## src/rtl/flappy_pkg.sv

```systemverilog
// Shared constants, column type and spawn-column helper for the pipe field generator.
package flappy_pkg;

  localparam int DEF_ROWS    = 16;
  localparam int DEF_COLS    = 16;
  localparam int MAX_ROWS    = 64;
  localparam int LFSR_W      = 10;
  localparam int LFSR_TAP_HI = 9;
  localparam int LFSR_TAP_LO = 6;

  typedef logic [DEF_ROWS-1:0] col_t;
  typedef logic [MAX_ROWS-1:0] wide_col_t;

  // Wide so any matrix height up to MAX_ROWS can size-cast the result down.
  function automatic wide_col_t gap_mask(input int g, input int gap = 4,
                                         input int rows = DEF_ROWS);
    wide_col_t m;
    m = '0;
    for (int r = 0; r < MAX_ROWS; r++) begin
      m[r] = (r < rows) && !((r >= g) && (r < g + gap));
    end
    return m;
  endfunction

endpackage

```

## src/rtl/pipe_field_gen_if.sv

```systemverilog
// Controller/matrix-facing bundle of the pipe field generator.
interface pipe_field_gen_if
  import flappy_pkg::*;
#(
  parameter int ROWS    = DEF_ROWS,
  parameter int COLS    = DEF_COLS,
  parameter int SCORE_W = 8
);
  localparam int RW = $clog2(ROWS);

  logic                       enable;
  logic [RW-1:0]              bird_row;
  logic [ROWS-1:0][COLS-1:0]  GrnPixels;
  logic                       tick;
  logic                       collide;
  logic [SCORE_W-1:0]         score;

  modport master (
    output enable, bird_row,
    input  GrnPixels, tick, collide, score
  );

  modport slave (
    input  enable, bird_row,
    output GrnPixels, tick, collide, score
  );

endinterface

```

## src/rtl/gap_lfsr.sv

```systemverilog
// 10-bit Fibonacci LFSR (x^10 + x^7 + 1) that picks pipe gap positions.
module gap_lfsr
  import flappy_pkg::*;
#(
  parameter logic [LFSR_W-1:0] LFSR_SEED = 10'h1A5
) (
  input  logic              clk,
  input  logic              reset,
  input  logic              advance,
  output logic [LFSR_W-1:0] state
);

  // An all-zero state would lock up, so a zero seed is forced to 1.
  localparam logic [LFSR_W-1:0] SEED = (LFSR_SEED == '0) ? LFSR_W'(1) : LFSR_SEED;

  always_ff @(posedge clk) begin
    if (reset) begin
      state <= SEED;
    end else if (advance) begin
      state <= {state[LFSR_W-2:0], state[LFSR_TAP_HI] ^ state[LFSR_TAP_LO]};
    end
  end

endmodule

```

## src/rtl/pipe_field_gen.sv

```systemverilog
// Scrolling pipe field: spawns gapped pipe columns, scrolls them, tracks collision and score.
module pipe_field_gen
  import flappy_pkg::*;
#(
  parameter int                ROWS      = DEF_ROWS,
  parameter int                COLS      = DEF_COLS,
  parameter int                GAP       = 4,
  parameter int                TICK_DIV  = 8,
  parameter int                SPACING   = 6,
  parameter int                BIRD_COL  = 3,
  parameter logic [LFSR_W-1:0] LFSR_SEED = 10'h1A5,
  parameter int                SCORE_W   = 8
) (
  input  logic               clk,
  input  logic               reset,
  pipe_field_gen_if.slave    bus
);

  localparam int RW    = $clog2(ROWS);
  localparam int DIV_W = (TICK_DIV > 1) ? $clog2(TICK_DIV) : 1;
  localparam int SP_W  = $clog2(SPACING + 1);

  localparam logic [DIV_W-1:0] DIV_LAST = DIV_W'(TICK_DIV - 1);
  localparam logic [SP_W-1:0]  SP_LOAD  = SP_W'(SPACING - 1);

  logic [DIV_W-1:0]  div;
  logic [SP_W-1:0]   sp;
  logic [LFSR_W-1:0] lfsr_state;
  logic              overlap;
  logic              run;
  logic              tick_next;
  logic [ROWS-1:0]   spawn_col;
  logic [ROWS-1:0]   bird_col_bits;
  int                v;
  int                g;

  gap_lfsr #(
    .LFSR_SEED (LFSR_SEED)
  ) u_gap_lfsr (
    .clk     (clk),
    .reset   (reset),
    .advance (tick_next),
    .state   (lfsr_state)
  );

  always_comb begin
    overlap   = bus.GrnPixels[bus.bird_row][BIRD_COL];
    // A hit stalls the field in the same cycle, so a colliding pipe never scores.
    run       = bus.enable && !bus.collide && !overlap;
    tick_next = run && (div == DIV_LAST);

    // Low RW bits of the LFSR, folded back into the legal range 0..ROWS-GAP.
    v = int'(lfsr_state) % (1 << RW);
    g = (v <= ROWS - GAP) ? v : v - (ROWS - GAP + 1);

    spawn_col = (sp == '0) ? ROWS'(gap_mask(g, GAP, ROWS)) : '0;

    bird_col_bits = '0;
    for (int r = 0; r < ROWS; r++) begin
      bird_col_bits[r] = bus.GrnPixels[r][BIRD_COL];
    end
  end

  always_ff @(posedge clk) begin
    if (reset) begin
      bus.GrnPixels <= '0;
      bus.tick      <= 1'b0;
      bus.collide   <= 1'b0;
      bus.score     <= '0;
      div           <= '0;
      sp            <= '0;
    end else begin
      bus.tick <= tick_next;

      if (bus.enable && overlap) begin
        bus.collide <= 1'b1;
      end

      if (run) begin
        div <= (div == DIV_LAST) ? '0 : div + DIV_W'(1);
      end

      // Scroll step: shift toward column 0, new column enters at COLS-1.
      if (tick_next) begin
        for (int r = 0; r < ROWS; r++) begin
          bus.GrnPixels[r] <= {spawn_col[r], bus.GrnPixels[r][COLS-1:1]};
        end
        sp <= (sp == '0) ? SP_LOAD : sp - SP_W'(1);
        if ((|bird_col_bits) && (bus.score != '1)) begin
          bus.score <= bus.score + SCORE_W'(1);
        end
      end
    end
  end

endmodule

```

## src/flat_wrapper.sv

```systemverilog
// flat-port wrapper written by rule: the top's interface ports become plain ports
module pipe_field_gen_flat import flappy_pkg::*;
#(
  parameter int                ROWS      = DEF_ROWS,
  parameter int                COLS      = DEF_COLS,
  parameter int                GAP       = 4,
  parameter int                TICK_DIV  = 8,
  parameter int                SPACING   = 6,
  parameter int                BIRD_COL  = 3,
  parameter logic [LFSR_W-1:0] LFSR_SEED = 10'h1A5,
  parameter int                SCORE_W   = 8
)
  (clk, reset, bus_enable, bus_bird_row, bus_GrnPixels, bus_tick, bus_collide, bus_score);
  pipe_field_gen_if #(.ROWS(ROWS), .COLS(COLS), .SCORE_W(SCORE_W)) bus_i ();
  input  logic clk;
  input  logic reset;
  input wire logic [$bits(bus_i.enable)-1:0] bus_enable;
  input wire logic [$bits(bus_i.bird_row)-1:0] bus_bird_row;
  output wire logic [$bits(bus_i.GrnPixels)-1:0] bus_GrnPixels;
  output wire logic [$bits(bus_i.tick)-1:0] bus_tick;
  output wire logic [$bits(bus_i.collide)-1:0] bus_collide;
  output wire logic [$bits(bus_i.score)-1:0] bus_score;
  assign bus_i.enable = bus_enable;
  assign bus_i.bird_row = bus_bird_row;
  assign bus_GrnPixels = bus_i.GrnPixels;
  assign bus_tick = bus_i.tick;
  assign bus_collide = bus_i.collide;
  assign bus_score = bus_i.score;
  pipe_field_gen #(.ROWS(ROWS), .COLS(COLS), .GAP(GAP), .TICK_DIV(TICK_DIV), .SPACING(SPACING), .BIRD_COL(BIRD_COL), .LFSR_SEED(LFSR_SEED), .SCORE_W(SCORE_W)) u_core (.clk(clk), .reset(reset), .bus(bus_i));
endmodule
```

## config.mk

```make
export PLATFORM = sky130hd
export DESIGN_NAME = pipe_field_gen_flat
export DESIGN_NICKNAME = d
export VERILOG_FILES = /design/src/rtl/flappy_pkg.sv /design/src/rtl/pipe_field_gen_if.sv /design/src/rtl/gap_lfsr.sv /design/src/rtl/pipe_field_gen.sv /design/src/flat_wrapper.sv
export SDC_FILE = /design/constraint.sdc
export NUM_CORES = 1
export LEC_CHECK = 0
export CORE_UTILIZATION = 54
export CTS_BUF_LIST = sky130_fd_sc_hd__clkbuf_8
export DETAILED_ROUTE_END_ITERATION = 6
export GPL_ROUTABILITY_DRIVEN = 0
export PLACE_DENSITY = 0.89
export SLEW_MARGIN = 20
export SYNTH_ARGS = -nofsm -noshare
export SYNTH_HDL_FRONTEND = slang
export SYNTH_SLANG_ARGS = --single-unit
```

## constraint.sdc

```tcl
create_clock -name clk -period 6.1 [get_ports clk]
set_input_delay 1.525 -clock clk [delete_from_list [all_inputs] [get_ports clk]]
set_output_delay 1.525 -clock clk [all_outputs]
set_load 0.05 [all_outputs]
```

==> summary.md, run 1 <==
| Metric | Value |
|---|---|
| Overall overflow remaining after global route | `0` |
| Netlist Area Pre-Place | `0.0105 mm^2` |
| Static leakage | `4.76 nW` |
| Die X | `142 um` |
| Crit Path Max Fanout | `178` |
| Top cell family by delay on the critical path | `buffers and inverters` |
| Global-route wire length before repair | `46.7 mm` |
| Cell taking the most area after synthesis | `dfxtp_1` |
| Top-area cell type share of the netlist area | `53.7%` |
| Post-layout utilization of the core | `75.3%` |
| Share of synthesized registers carrying an async set or reset | `0%` |
| Worst clock skew | `0.0199 ns` |
| Number of core rows | `50` |
| Core area | `0.0189 mm^2` |
| Vias | `9956` |
| Maximum cell stage delay along the critical path | `0.82 ns` |
| Share of total power consumed by net switching | `22.0%` |
| Global router's overall resource usage | `29.0%` |
| Share of the yosys chip area belonging to registers | `53.7%` |
| Worst slack on hold paths | `0.455 ns` |
| Number of nets with antenna violations after detailed routing | `0` |
| Fill count | `1414` |
| Clock Power Share | `46.5%` |
| Gate count after technology mapping | `1340` |
| Switching Power | `0.781 mW` |
| Routed WL | `29.9 mm` |
| Area growth from synthesis to final layout | `35.2%` |
| Setup fix buffers added after clock tree synthesis | `0` |
| Crit Reg-Reg Startpoint | `u_core.u_gap_lfsr.state[0]` |
| Latest clock arrival within the worst-skew pair | `0.55 ns` |
| Violation count after the first detailed-routing iteration | `775` |
| Number of warnings reported in the yosys synthesis log | `0` |
| Biggest area contributors in the synthesized netlist | `dfxtp_1, nand2_1, a21oi_1, clkbuf_1, nor2_1` |
| Post-layout net count | `1590` |
| Setup slack after layout | `1.69 ns` |
| Largest net degree at the start of global routing | `179` |
| Synth Flop Type | `dfxtp_1` |
| Root Buffer | `clkbuf_8` |
| Cell internal power dissipation | `2.77 mW` |
| Endpoints failing setup | `0` |
| Type of destination of the critical path | `register` |
| Cell variety after synth | `50` |
| Final max-slew violation count | `0` |
| Sequential share of power | `52.0%` |
| RSZ-0062 raised after global routing | `no` |
| TritonCTS sink count | `282` |
| Mapped Avg Cell Area | `7.85 um^2` |
| Diode count | `0` |
| Measured slew at the worst slew-check pin | `1.04 ns` |
| Worst min-delay path class | `register to register` |
| Pwr Density | `249 mW/mm^2` |
| Endpoint, Worst Hold | `u_core.bus.GrnPixels[128]` |
| Outcome | `finished, final reports clean` |
| Crit path time final | `4.41 ns` |
| Share of final-layout standard cells stronger than drive strength 1 | `5.91%` |
| Library cell contributing the largest single delay on the critical path | `and2_4` |
| Clock tree from TritonCTS | `done` |
| Final total negative setup slack | `0 ns` |
| DRC violations left | `0` |
| Effective utilization at floorplan | `55.7%` |
| Cells on Worst Hold Path | `2` |
| Reg2Reg Setup Slack | `2.70 ns` |
| Total I/O pin count | `273` |
| Number of hold violations in the final report | `0` |
| Arr. time, crit path | `4.88 ns` |
| Routed via count divided by cell count | `5.33` |
| Classification of the worst setup path | `primary input to register` |
| Combinational group share of total power | `1.6%` |
| Vert. Die Dim | `142 um` |
| Routed length per placed instance | `16.0 um` |
| HPWL after DPL | `19.5 mm` |
| Chain of cells forming the critical path | `clkdlybuf4s50_1, mux2_2, a2bb2oi_1, a211o_1, and2_4, buf_12, nand2_1, a21oi_1` |
| Yosys reg bits | `282` |
| Post-cts hold buffer count | `0` |
| Critical path launch point type | `primary input` |
| Number of global-route vias before repair | `9341` |
| CP required | `6.57 ns` |
| Worst Hold Launch | `u_core.bus.GrnPixels[128]` |
| Number of enable flip-flop cells after synthesis | `0` |
| Clock edge transition at the registers on the reported setup and hold paths | `0.06 ns` |
| Buffers from clock root to sink, at most | `3` |
| Peak ir drop on the vdd network | `200 uV` |
| Buf/Inv on CP | `2` |
| Relative slew margins | `30.3%` |
| Post-route clock period utilization | `72.2%` |
| First-pass iteration count of the detailed router | `5` |
| Number of cells traversed by the worst register-to-register path | `11` |
| CTS-repair resized insts | `0` |
| Number of buffers created by CTS | `46` |
| Minimum setup slack after placement | `1.20 ns` |
| Fmax | `227 MHz` |
| Number of levels the H-tree was split into | `2` |
| Max capacitance violation total | `0` |
| Number of antenna violations at the first check in global routing | `0` |
| Quantity of I/O buffers inserted on ports | `272` |
| Die Outline Area | `0.0200 mm^2` |
| End of the worst register-to-register path | `u_core.bus.GrnPixels[159]` |
-- metal layers --
layer | part of all wire (%) | track usage, % | vias to the layer above
met5 | 0 | 0 | -
met4 | 3.7 | 12.9 | 0
met3 | 8.9 | 9.08 | 78
met2 | 48 | 48.8 | 430
met1 | 40 | 33.8 | 4582
li1 | - | - | 4866
-- stage by stage --
| step | instance area, um^2 | cells | total power [mW] |
|---|---|---|---|
| 3_3_place_gp | 13300 | 1784 | 1.94 |
| 4_1_cts | 14200 | 1868 | 3.58 |
| 2_1_floorplan | 10500 | 1343 | 1.93 |
| 5_1_grt | 14200 | 1868 | 3.66 |
| 3_5_place_dp | 13300 | 1784 | 1.94 |
| 6_report | 14200 | 1868 | 3.55 |
-- cell families (layout without fill, tap and decap cells) --
family	count (synthesis)	count (layout)	share of synthesized area, %
simple gates	622	622	23.7
compound gates	297	297	14.9
flops	282	282	53.7
buf+inv	106	371	4.20
mux	16	16	1.78
fa+ha+maj	11	11	1.31
xor+xnor	4	4	0.333
other cells	2	5	0.0714
-- placed cells by master (no fill, tap or decap), types with 6 or more instances in the layout --
| master | synthesis | final |
|---|---|---|
| nor3_1 | 12 | 12 |
| inv_1 | 8 | 21 |
| mux2i_1 | 6 | 6 |
| nor4_1 | 6 | 6 |
| clkdlybuf4s50_1 | 0 | 271 |
| nand2_1 | 520 | 519 |
| ha_1 | 11 | 11 |
| nor2b_1 | 6 | 6 |
| a211oi_1 | 7 | 7 |
| clkbuf_8 | 0 | 62 |
| clkinv_2 | 0 | 6 |
| dfxtp_1 | 282 | 282 |
| a21oi_1 | 264 | 264 |
| nor2_1 | 40 | 40 |
| nand3_1 | 10 | 10 |
-- cell type report --
class / count / area, um^2 / area share (%)
clock buffers: 62 / 853 / 6.00
well taps: 260 / 325 / 2.29
clock inverters: 22 / 104 / 0.730
repair buffers: 279 / 2820 / 19.8
inverters: 8 / 30.0 / 0.211
flip-flops and latches: 282 / 5650 / 39.7
multi-input cells: 955 / 4450 / 31.3
-- power by group through the flow --
stage,clock [mW],combinational [mW],sequential (mW)
CTS,1.68,0.0544,1.84
finish,1.65,0.0557,1.84
floorplan,0,0.0410,1.89
global placement,0,0.0539,1.88
detailed placement,0,0.0543,1.88
global route,1.76,0.0605,1.84
-- synth_stat cells (6+ instances only) --
cell type / instances
nor3_1: 12
clkbuf_1: 67
buf_1: 6
nand2_1: 520
buf_2: 23
inv_1: 8
a21oi_1: 264
mux2i_1: 6
dfxtp_1: 282
nor4_1: 6
nor2b_1: 6
a211oi_1: 7
nand3_1: 10
ha_1: 11
nor2_1: 40
-- sequential cells by signal (all words and copies together), names as in the netlist --
signal	flops
u_core.bus.GrnPixels	256
u_core.u_gap_lfsr.state	10
u_core.bus.score	8
u_core.div	3
u_core.sp	3
u_core.bus.collide	1
u_core.bus.tick	1
-- worst min-delay path, stage by stage, from the launching register on --
cell	delay [ns]
dfxtp_1	0.31
nand2_1	0.05
a21oi_1	0.05
-- worst max-delay path by stage --
stage | from | to | cells after the start
after global placement | bus_bird_row[2] | u_core.bus.GrnPixels[0] | 8
after floorplan | bus_bird_row[2] | u_core.bus.score[5] | 8
after CTS | bus_bird_row[2] | u_core.bus.GrnPixels[24] | 8
after detailed placement | bus_bird_row[2] | u_core.bus.GrnPixels[93] | 8
final | bus_bird_row[2] | u_core.bus.GrnPixels[24] | 8
after global routing | bus_bird_row[2] | u_core.bus.GrnPixels[235] | 8
No activity file was read; power rests on OpenSTA's default activity.
==> inputs of run 2 (changes only) <==
--- a/config.mk
+++ b/config.mk
@@ -5,11 +5,11 @@
 export SDC_FILE = /design/constraint.sdc
 export NUM_CORES = 1
 export LEC_CHECK = 0
-export CORE_UTILIZATION = 54
+export CORE_UTILIZATION = 50
 export CTS_BUF_LIST = sky130_fd_sc_hd__clkbuf_8
 export DETAILED_ROUTE_END_ITERATION = 6
 export GPL_ROUTABILITY_DRIVEN = 0
-export PLACE_DENSITY = 0.89
+export PLACE_DENSITY = 0.84
 export SLEW_MARGIN = 20
 export SYNTH_ARGS = -nofsm -noshare
 export SYNTH_HDL_FRONTEND = slang
==> constraint.sdc (replaced) <==
create_clock -name clk -period 4.2 [get_ports clk]
set_input_delay 1.05 -clock clk [delete_from_list [all_inputs] [get_ports clk]]
set_output_delay 1.05 -clock clk [all_outputs]
set_load 0.05 [all_outputs]
==> summary.md, run 2 (synthesis gave the netlist of run 1 again) <==
| Metric | Value |
|---|---|
| Fmax | `293 MHz` |
| Number of buffers created by CTS | `46 (unchanged)` |
| Outcome | `finished, final reports clean` |
| Number of global-route vias before repair | `9135 (-2.2%)` |
| Met2 GRT Util | `45.0% (-3.8 points)` |
| Met1 layer usage reported by global route | `33.2% (-0.65 points)` |
| Diode count | `0 (unchanged)` |
| Clock edge transition at the registers on the reported setup and hold paths | `0.06 ns (about the same)` |
| Routed length per placed instance | `15.8 um (-1.2%)` |
| Final Non-Filler Cells | `1888 (+1.1%)` |
| Area growth from synthesis to final layout | `36.1%` |
| Multi-input gate area in the final layout | `0.00445 mm^2 (unchanged)` |
| Number of nets with antenna violations after detailed routing | `0 (unchanged)` |
| Pwr Density | `348 mW/mm^2 (+39%)` |
| Global router's overall resource usage | `26.9% (-2.1 points)` |
| Regs by FF count | `u_core.bus.GrnPixels: 256 flops, u_core.u_gap_lfsr.state: 10 flops, u_core.bus.score: 8 flops` |
| Total I/O pin count | `273 (unchanged)` |
| Global-route met3 utilization | `6.68% (-2.4 points)` |
| Classification of the worst setup path | `primary input to register` |
| Post-cts hold buffer count | `0 (unchanged)` |
| Maximum cell stage delay along the critical path | `0.60 ns (-0.22 ns)` |
| Buffers from clock root to sink, at most | `3 (unchanged)` |
| Overall overflow remaining after global route | `0 (unchanged)` |
| Effective utilization at floorplan | `51.5% (-4.2 points)` |
| Violation count after the first detailed-routing iteration | `819 (+5.7%)` |
| Chain of cells forming the critical path | `clkdlybuf4s50_1, mux2_1, mux4_2, or3_4, and2_4, nor4_1, mux2_2` |
| Top cell family by delay on the critical path | `multiplexers` |
| Critical path launch point type | `primary input` |
| Fill count | `1627 (+15%)` |
| Routed WL | `29.8 mm (-0.11%)` |
| Number of core rows | `52 (+4.0%)` |
| Quantity of I/O buffers inserted on ports | `272 (unchanged)` |
| TritonCTS sink count | `282 (unchanged)` |
| Setup slack after layout | `0.787 ns (-0.906 ns)` |
| Worst slack on hold paths | `0.452 ns (-0.00305 ns)` |
| Measured slew at the worst slew-check pin | `1.04 ns (-0.00324 ns)` |
| First-pass iteration count of the detailed router | `5 (unchanged)` |
| Share of final-layout standard cells stronger than drive strength 1 | `5.87% (-0.037 points)` |
| Root Buffer | `clkbuf_8` |
| Top library cells by usage in the layout, fill and taps aside | `nand2_1, dfxtp_1, clkdlybuf4s50_1, a21oi_1, clkbuf_8` |
| Library cell contributing the largest single delay on the critical path | `clkdlybuf4s50_1` |
| Most common cell after layout, fill and taps aside | `nand2_1` |
| Global-route wire length before repair | `47.2 mm (+1.2%)` |
| Worst clock skew | `0.0211 ns (+0.00113 ns)` |
| Peak ir drop on the vdd network | `260 uV (+30%)` |
| Vias | `9991 (+0.35%)` |
| Post-route total power | `4.98 mW (+40%)` |
| Die X | `147 um (+3.9%)` |
| Latest clock arrival within the worst-skew pair | `0.55 ns (about the same)` |
| Endpoints failing setup | `0 (unchanged)` |
| Max FFs per register | `256 (unchanged)` |
| Flip-flop and latch area | `0.00565 mm^2 (unchanged)` |
| Most flops, register | `u_core.bus.GrnPixels` |
| Clock tree from TritonCTS | `done` |
| Crit path time final | `3.41 ns` |
| Routed via count divided by cell count | `5.29 (-0.71%)` |
| Arr. time, crit path | `3.84 ns (-1.04 ns)` |
| Die Outline Area | `0.0216 mm^2 (+7.9%)` |
| Minimum setup slack after placement | `0.248 ns (-0.954 ns)` |
| Relative slew margins | `30.6% (+0.22 points)` |
| Final total negative setup slack | `0 ns (unchanged)` |
| Max capacitance violation total | `0 (unchanged)` |
| Core area | `0.0204 mm^2 (+8.1%)` |
| Number of levels the H-tree was split into | `2 (unchanged)` |
| HPWL after DPL | `20.1 mm (+3.0%)` |
| Setup fix buffers added after clock tree synthesis | `0 (unchanged)` |
| Post-layout net count | `1603 (+0.82%)` |
| Number of hold violations in the final report | `0 (unchanged)` |
| DRC violations left | `0 (unchanged)` |
| Largest net degree at the start of global routing | `175 (-2.2%)` |
| Post-route clock period utilization | `81.3%` |
| Vert. Die Dim | `147 um (+3.9%)` |
| Static leakage | `4.83 nW (+1.4%)` |
| Type of destination of the critical path | `register` |
| Number of antenna violations at the first check in global routing | `0 (unchanged)` |
| Worst min-delay path class | `register to register` |
| Placed instance count | `1807 (+1.3%)` |
| RSZ-0062 raised after global routing | `no` |
| Final max-slew violation count | `0 (unchanged)` |
| Busiest metal layer after global routing | `met2` |
| CP required | `4.63 ns (-1.94 ns)` |
| Crit Path Max Fanout | `25 (-86%)` |
| CTS-repair resized insts | `0 (unchanged)` |
| Buf/Inv on CP | `1 (-1)` |
[run 2: cell count changes in the layout (fill, tap and decap cells not counted)]
cell,before,now
clkinv_4,0,1
clkbuf_8,62,54
inv_1,21,31
clkinv_2,6,1
buf_12,3,9
buf_4,4,11
clkinvlp_4,1,0
[run 2: worst register-to-register path: cells and delay by family, from the launching register on]
kind            cells  cell delay [ns]
compound gates      2             0.46
flops               1             0.52
fa+ha+maj           2             0.40
xor+xnor            1             0.22
simple gates        4             1.49
buf+inv             1             0.14
[run 2: metrics by stage]
step | util, % | area (um^2)
after global routing | 70.1 | 14300
after floorplan | - | 10500
after global placement | 65.9 | 13500
after CTS | 70.1 | 14300
final | 70.1 | 14300
after detailed placement | 65.9 | 13500
[run 2: final timing paths]
| kind | from | to | slack, ns | depth (start not counted) |
|---|---|---|---|---|
| worst max-delay path | bus_bird_row[2] | u_core.bus.score[5] | 0.79 | 7 |
| worst min-delay path | u_core.bus.GrnPixels[208] | u_core.bus.GrnPixels[208] | 0.45 | 2 |
| worst max register to register | u_core.u_gap_lfsr.state[0] | u_core.bus.GrnPixels[255] | 0.89 | 10 |
| worst min register to register | u_core.bus.GrnPixels[208] | u_core.bus.GrnPixels[208] | 0.45 | 2 |
[run 2: area by class of cell]
cell class / instances / share of cell area (%)
Sequential cell: 282 / 39.4
Multi-Input combinational cell: 955 / 31.1
Timing Repair Buffer: 292 / 20.9
Clock buffer: 54 / 5.19
Tap cell: 270 / 2.36
Clock inverter: 27 / 0.822
Inverter: 8 / 0.210
[run 2: where the power goes]
part,internal [mW],total [mW],switching (mW)
clock,1.17,2.21,1.05
combinational,0.0226,0.0837,0.0611
sequential,2.68,2.68,0.00145
total,3.87,4.98,1.11
[run 2: layer usage]
| metal | wire length [um] | up-vias |
|---|---|---|
| met5 | 0 | - |
| met4 | 1100 | 0 |
| met3 | 2220 | 78 |
| met2 | 14200 | 355 |
| met1 | 12300 | 4676 |
| li1 | - | 4882 |
